## src/rtl/alu_arb_pkg.sv

```systemverilog
// Shared types and constants for the time-shared ALU arbiter.
// Holds the sequencer states, ALU opcodes and NZCV flag bit positions.
package alu_arb_pkg;

  typedef enum logic [1:0] {
    IDLE = 2'd0,
    EXEC = 2'd1,
    RESP = 2'd2
  } arb_state_e;

  typedef enum logic [1:0] {
    ALU_ADD = 2'd0,
    ALU_SUB = 2'd1,
    ALU_AND = 2'd2,
    ALU_OR  = 2'd3
  } alu_op_e;

  localparam int FLAG_N = 3;
  localparam int FLAG_Z = 2;
  localparam int FLAG_C = 1;
  localparam int FLAG_V = 0;

endpackage

```

## src/rtl/ALU_32_Bit.sv

```systemverilog
// 32-bit ADD/SUB/AND/OR unit with NZCV flags.
// C on SUB means "no borrow" (A >= B unsigned); logic ops clear C and V.
module ALU_32_Bit
  import alu_arb_pkg::*;
(
  input  logic [31:0] i_A,
  input  logic [31:0] i_B,
  input  alu_op_e     i_Op,
  output logic [31:0] o_Result,
  output logic [3:0]  o_Flags
);

  logic [32:0] sum;
  logic        carry;
  logic        ovf;

  always_comb begin
    sum      = '0;
    o_Result = '0;
    carry    = 1'b0;
    ovf      = 1'b0;
    case (i_Op)
      ALU_ADD: begin
        sum      = {1'b0, i_A} + {1'b0, i_B};
        o_Result = sum[31:0];
        carry    = sum[32];
        ovf      = (i_A[31] == i_B[31]) && (sum[31] != i_A[31]);
      end
      ALU_SUB: begin
        sum      = {1'b0, i_A} + {1'b0, ~i_B} + 33'd1;
        o_Result = sum[31:0];
        carry    = sum[32];
        ovf      = (i_A[31] != i_B[31]) && (sum[31] != i_A[31]);
      end
      ALU_AND: o_Result = i_A & i_B;
      ALU_OR:  o_Result = i_A | i_B;
      default: o_Result = '0;
    endcase
    o_Flags         = '0;
    o_Flags[FLAG_N] = o_Result[31];
    o_Flags[FLAG_Z] = (o_Result == 32'd0);
    o_Flags[FLAG_C] = carry;
    o_Flags[FLAG_V] = ovf;
  end

endmodule

```

## src/rtl/rr_grant.sv

```systemverilog
// Combinational round-robin picker: first set request at or above ptr_i, with wrap.
// Requests are rotated down by the pointer, priority-picked, then rotated back.
module rr_grant #(
  parameter int N = 2,
  localparam int IW = (N > 1) ? $clog2(N) : 1
) (
  input  logic [N-1:0]  req_i,
  input  logic [IW-1:0] ptr_i,
  output logic [N-1:0]  grant_o,
  output logic [IW-1:0] idx_o,
  output logic          any_o
);

  logic [N-1:0]         req_rot;
  logic [N-1:0]         first_rot;
  logic [N:0][IW-1:0]   idx_chain;

  assign req_rot = N'({req_i, req_i} >> ptr_i);

  genvar gi;
  generate
    for (gi = 0; gi < N; gi++) begin : g_pick
      if (gi == 0) begin : g_first
        assign first_rot[gi] = req_rot[0];
      end else begin : g_rest
        assign first_rot[gi] = req_rot[gi] & ~(|req_rot[gi-1:0]);
      end
    end
  endgenerate

  assign grant_o = N'(({first_rot, first_rot} << ptr_i) >> N);

  // One-hot to binary as an OR chain so every select stays constant.
  assign idx_chain[0] = '0;
  generate
    for (gi = 0; gi < N; gi++) begin : g_enc
      assign idx_chain[gi+1] = idx_chain[gi] | (grant_o[gi] ? IW'(gi) : '0);
    end
  endgenerate

  assign idx_o = idx_chain[N];
  assign any_o = |req_i;

endmodule

```

## src/rtl/alu_share_arbiter.sv

```systemverilog
// Round-robin sequencer time-sharing one ALU_32_Bit between NUM_REQ requesters.
// One operation in flight: IDLE grant -> EXEC compute -> RESP hold until consumed.
module alu_share_arbiter
  import alu_arb_pkg::*;
#(
  parameter int         NUM_REQ   = 2,
  parameter logic [3:0] FLAGS_RST = 4'b0000
) (
  input  logic                     i_CLK,
  input  logic                     i_RST_N,
  input  logic [NUM_REQ-1:0]       i_ReqValid,
  output logic [NUM_REQ-1:0]       o_ReqReady,
  input  logic [NUM_REQ-1:0][31:0] i_ReqA,
  input  logic [NUM_REQ-1:0][31:0] i_ReqB,
  input  logic [NUM_REQ-1:0][1:0]  i_ReqOp,
  input  logic [NUM_REQ-1:0]       i_ReqSetFlags,
  output logic [NUM_REQ-1:0]       o_RspValid,
  input  logic [NUM_REQ-1:0]       i_RspReady,
  output logic [31:0]              o_RspResult,
  output logic [3:0]               o_RspFlags,
  output logic [3:0]               o_Flags
);

  localparam int IW = $clog2(NUM_REQ);

  arb_state_e    state_q, state_d;
  logic [IW-1:0] rr_ptr_q, rr_ptr_d;
  logic [IW-1:0] owner_q, owner_d;
  logic [31:0]   a_q, a_d;
  logic [31:0]   b_q, b_d;
  alu_op_e       op_q, op_d;
  logic          setf_q, setf_d;
  logic [31:0]   result_q, result_d;
  logic [3:0]    rsp_flags_q, rsp_flags_d;
  logic [3:0]    flags_q, flags_d;

  logic [NUM_REQ-1:0] grant;
  logic [IW-1:0]      grant_idx;
  logic               grant_any;
  logic [31:0]        alu_result;
  logic [3:0]         alu_flags;
  logic [IW-1:0]      ptr_after_owner;

  rr_grant #(.N(NUM_REQ)) u_rr_grant (
    .req_i   (i_ReqValid),
    .ptr_i   (rr_ptr_q),
    .grant_o (grant),
    .idx_o   (grant_idx),
    .any_o   (grant_any)
  );

  ALU_32_Bit u_alu (
    .i_A      (a_q),
    .i_B      (b_q),
    .i_Op     (op_q),
    .o_Result (alu_result),
    .o_Flags  (alu_flags)
  );

  assign ptr_after_owner = (owner_q == IW'(NUM_REQ - 1)) ? '0 : owner_q + IW'(1);

  always_comb begin
    state_d     = state_q;
    rr_ptr_d    = rr_ptr_q;
    owner_d     = owner_q;
    a_d         = a_q;
    b_d         = b_q;
    op_d        = op_q;
    setf_d      = setf_q;
    result_d    = result_q;
    rsp_flags_d = rsp_flags_q;
    flags_d     = flags_q;
    case (state_q)
      IDLE: begin
        if (grant_any) begin
          owner_d = grant_idx;
          a_d     = i_ReqA[grant_idx];
          b_d     = i_ReqB[grant_idx];
          op_d    = alu_op_e'(i_ReqOp[grant_idx]);
          setf_d  = i_ReqSetFlags[grant_idx];
          state_d = EXEC;
        end
      end
      EXEC: begin
        result_d    = alu_result;
        rsp_flags_d = alu_flags;
        if (setf_q) flags_d = alu_flags;
        state_d     = RESP;
      end
      RESP: begin
        if (i_RspReady[owner_q]) begin
          rr_ptr_d = ptr_after_owner;
          state_d  = IDLE;
        end
      end
      default: state_d = IDLE;
    endcase
  end

  always_ff @(posedge i_CLK or negedge i_RST_N) begin
    if (!i_RST_N) begin
      state_q     <= IDLE;
      rr_ptr_q    <= '0;
      owner_q     <= '0;
      a_q         <= '0;
      b_q         <= '0;
      op_q        <= ALU_ADD;
      setf_q      <= 1'b0;
      result_q    <= '0;
      rsp_flags_q <= '0;
      flags_q     <= FLAGS_RST;
    end else begin
      state_q     <= state_d;
      rr_ptr_q    <= rr_ptr_d;
      owner_q     <= owner_d;
      a_q         <= a_d;
      b_q         <= b_d;
      op_q        <= op_d;
      setf_q      <= setf_d;
      result_q    <= result_d;
      rsp_flags_q <= rsp_flags_d;
      flags_q     <= flags_d;
    end
  end

  assign o_ReqReady = (state_q == IDLE) ? grant : '0;

  genvar gi;
  generate
    for (gi = 0; gi < NUM_REQ; gi++) begin : g_rsp_valid
      assign o_RspValid[gi] = (state_q == RESP) && (owner_q == IW'(gi));
    end
  endgenerate

  assign o_RspResult = result_q;
  assign o_RspFlags  = rsp_flags_q;
  assign o_Flags     = flags_q;

endmodule

```

## config.mk

```make
export PLATFORM = sky130hd
export DESIGN_NAME = alu_share_arbiter
export DESIGN_NICKNAME = d
export VERILOG_FILES = /design/src/rtl/alu_arb_pkg.sv /design/src/rtl/ALU_32_Bit.sv /design/src/rtl/rr_grant.sv /design/src/rtl/alu_share_arbiter.sv
export SDC_FILE = /design/constraint.sdc
export NUM_CORES = 1
export LEC_CHECK = 0
export CAP_MARGIN = 20
export CORE_UTILIZATION = 55
export DETAILED_ROUTE_END_ITERATION = 8
export GPL_TIMING_DRIVEN = 0
export PLACE_DENSITY = 0.81
export SKIP_CTS_REPAIR_TIMING = 1
export SYNTH_ARGS = -nofsm -noshare
export SYNTH_HDL_FRONTEND = slang
export SYNTH_SLANG_ARGS = --single-unit
```

## constraint.sdc

```tcl
create_clock -name i_CLK -period 5.27 [get_ports i_CLK]
set_input_delay 1.3175 -clock i_CLK [delete_from_list [all_inputs] [get_ports i_CLK]]
set_output_delay 1.3175 -clock i_CLK [all_outputs]
set_load 0.005 [all_outputs]
```

==> reports/summary.txt <==
Drt drc = 0
Clock latency on the worst-skew pair = 0.38 ns
Vias per Instance = 6.291
R2R Setup Slk = 0.64 ns
DRT Pass-1 Iters = 6
Remaining Overflow, GRT = 0
Hold_sp = o_RspResult[21]
Final HPWL DP = 29770 um
Die H = 137.6 um
Final Cell Area = 12560 sq um
DRT antenna net count = 0
ANT cells = 0
Tcrit/Tclk final = 94.97%
Tot GR Track Use = 40.08%
Max-cap check violation count = 0
Initial Util = 56.26%
Clk buf depth = 2
Placed cell area = 12250 sq um
Port Buffers = 183
Io pins = 184
Status = finished, final reports clean
Filler cells = 1533
Final core occ = 69.93%
Final Max Tran Viols = 0
Crit end category = output port
H-Tree Depth = 3
Asr flop ratio synth = 100.0%
Clock-pin slew of the registers on the worst-case setup and hold paths = 0.08 ns
Register area share after synthesis = 27.24%
Synthesis-to-finish area growth = 24.30%
Die width = 137.6 um
Vias after detailed routing = 10840
RR Startpoint = a_q[0]
Netlist Area Pre-Place = 10110 sq um
Seq cells post-synth = 110
Pre-CTS WS = 0.3234 ns
Wire length per cell = 21.58 um
Netlist cell types = 87
Number of synthesized flops with an enable pin = 0
Largest net degree at the start of global routing = 70
Syn_area_per_cell = 7.810 sq um
Setup CP Type = input pin to output port
CP arrival = 3.69 ns
CTS tree = built
# rows = 49
Worst slew pin tran = 1.187 ns
Commonest non-fill, non-tap cell in the layout = clkdlybuf4s50_1
Initial antenna violation count = 0
Vias in the first global route = 10210
Commonest non-fill, non-tap cells in the layout = 182 x clkdlybuf4s50_1, 151 x a21oi_1, 135 x nor2_1
DR iter-0 viols = 1187
First-pass GRT wire length = 56220 um
Worst EP required = 3.95 ns
Crit-path max FO = 10
Core ar. = 17960 sq um
Die Footprint = 18920 sq um
Mapped Cells = 1294
Worst Hold Class = flip-flop to flip-flop
CTS root buffer = clkbuf_16
Fraction of final layout cells sized beyond drive strength 1 = 3.681%
Gpl congestion = 1.021
Hold Vio Cnt, Final = 0
Crit. Startpoint = i_ReqValid[0]
Min Hold Slack = 0.4791 ns
Synth Warn # = 0
Slew Limit Headroom = 20.87%
Final WS setup = 0.2649 ns
CTS Sinks = 110
Syn_nets = 1532
CTS Buf Count = 9
Worst setup SP type = input pin
Setup Viol. Count Final = 0
Max Clock Freq = 0.1998 GHz
Setup Skew = 0.01765 ns
Final wirelength = 37180 um
Min Tclk post-route = 5.005 ns
Nets = 1727
Primary FF master, synth = dfrtp_1
RSZ-0062 raised after global routing = false
[layer usage]
layer / GRT usage (%) / routed length, um / up-vias
li1: - / - / 4961
met1: 52.17 / 15000 / 5141
met2: 62.56 / 16520 / 631
met3: 10.19 / 4114 / 107
met4: 17.28 / 1551 / 0
met5: 0 / 0 / -
[worst max-delay path: stages]
cell and delay [ns]:
clkdlybuf4s50_1 0.50, inv_1 0.05, o21ai_1 0.54, clkbuf_1 0.66, nor3_1 0.13, clkdlybuf4s50_1 0.49
[state kept, by name (all words and copies together), names as in the netlist]
register     cells
a_q             32
b_q             32
o_Flags          4
o_RspFlags       3
o_RspResult     32
op_q             2
owner_q          1
rr_ptr_q         1
setf_q           1
state_q          2
[final cells by class]
class	instances	area, sq um	share of cell area, %
Inverter	106	397.9	3.167
Clock inverter	7	87.58	0.6972
Multi-Input combinational cell	1005	6659	53.01
Clock buffer	9	225.2	1.793
Sequential cell	110	2753	21.91
Timing Repair Buffer	184	1857	14.78
Buffer	73	296.5	2.361
Tap cell	229	286.5	2.281
[path summary, 6_finish.rpt]
kind | end | cells past startpoint
worst max-delay path | o_ReqReady[1] | 6
worst min-delay path | o_RspResult[21] | 2
worst max register to register | o_Flags[2] | 15
worst min register to register | o_RspResult[21] | 2
max in group asynchronous | o_RspResult[22] | 2
min in group asynchronous | b_q[0] | 1
[stage by stage]
step                      TNS [ns]  cells
after floorplan                  0   1294
after global placement     -122.13   1706
after detailed placement         0   1707
after CTS                        0   1723
after global routing             0   1723
final                            0   1723
[logic make-up (layout without fill, tap and decap cells)]
family | Yosys count | count (layout) | share of synthesized area (%)
AOI/OAI and AO/OA | 406 | 406 | 25.12
muxes | 81 | 81 | 8.184
DFF | 110 | 110 | 27.24
xor gates and xnor gates | 27 | 27 | 2.340
adders and majority gates | 98 | 98 | 12.28
and+or+nand+nor | 393 | 393 | 17.96
buffers and inverters | 179 | 379 | 6.871
[synthesized netlist by cell type, types with 7 or more instances]
cell | number | area [sq um]
a211oi_1 | 11 | 82.58
a21o_1 | 13 | 97.59
a21oi_1 | 151 | 755.7
a31oi_1 | 19 | 118.9
buf_1 | 15 | 56.30
buf_2 | 9 | 45.04
clkbuf_1 | 47 | 176.4
dfrtp_1 | 110 | 2753
ha_1 | 96 | 1201
inv_1 | 105 | 394.1
mux2i_1 | 77 | 770.7
nand2_1 | 123 | 461.7
nand2b_1 | 7 | 43.79
nand3_1 | 24 | 120.1
nand4_1 | 19 | 118.9
nor2_1 | 135 | 506.7
nor2b_1 | 19 | 118.9
nor3_1 | 18 | 90.09
nor4_1 | 8 | 50.05
o211ai_1 | 19 | 142.6
o21a_1 | 8 | 60.06
o21ai_0 | 93 | 465.5
o21bai_1 | 9 | 67.56
o31ai_1 | 12 | 90.09
or3_1 | 8 | 50.05
xnor2_1 | 23 | 201.4
Power is not shown: default switching activity piles up to over one toggle a cycle in this logic, so the estimate is an artifact.
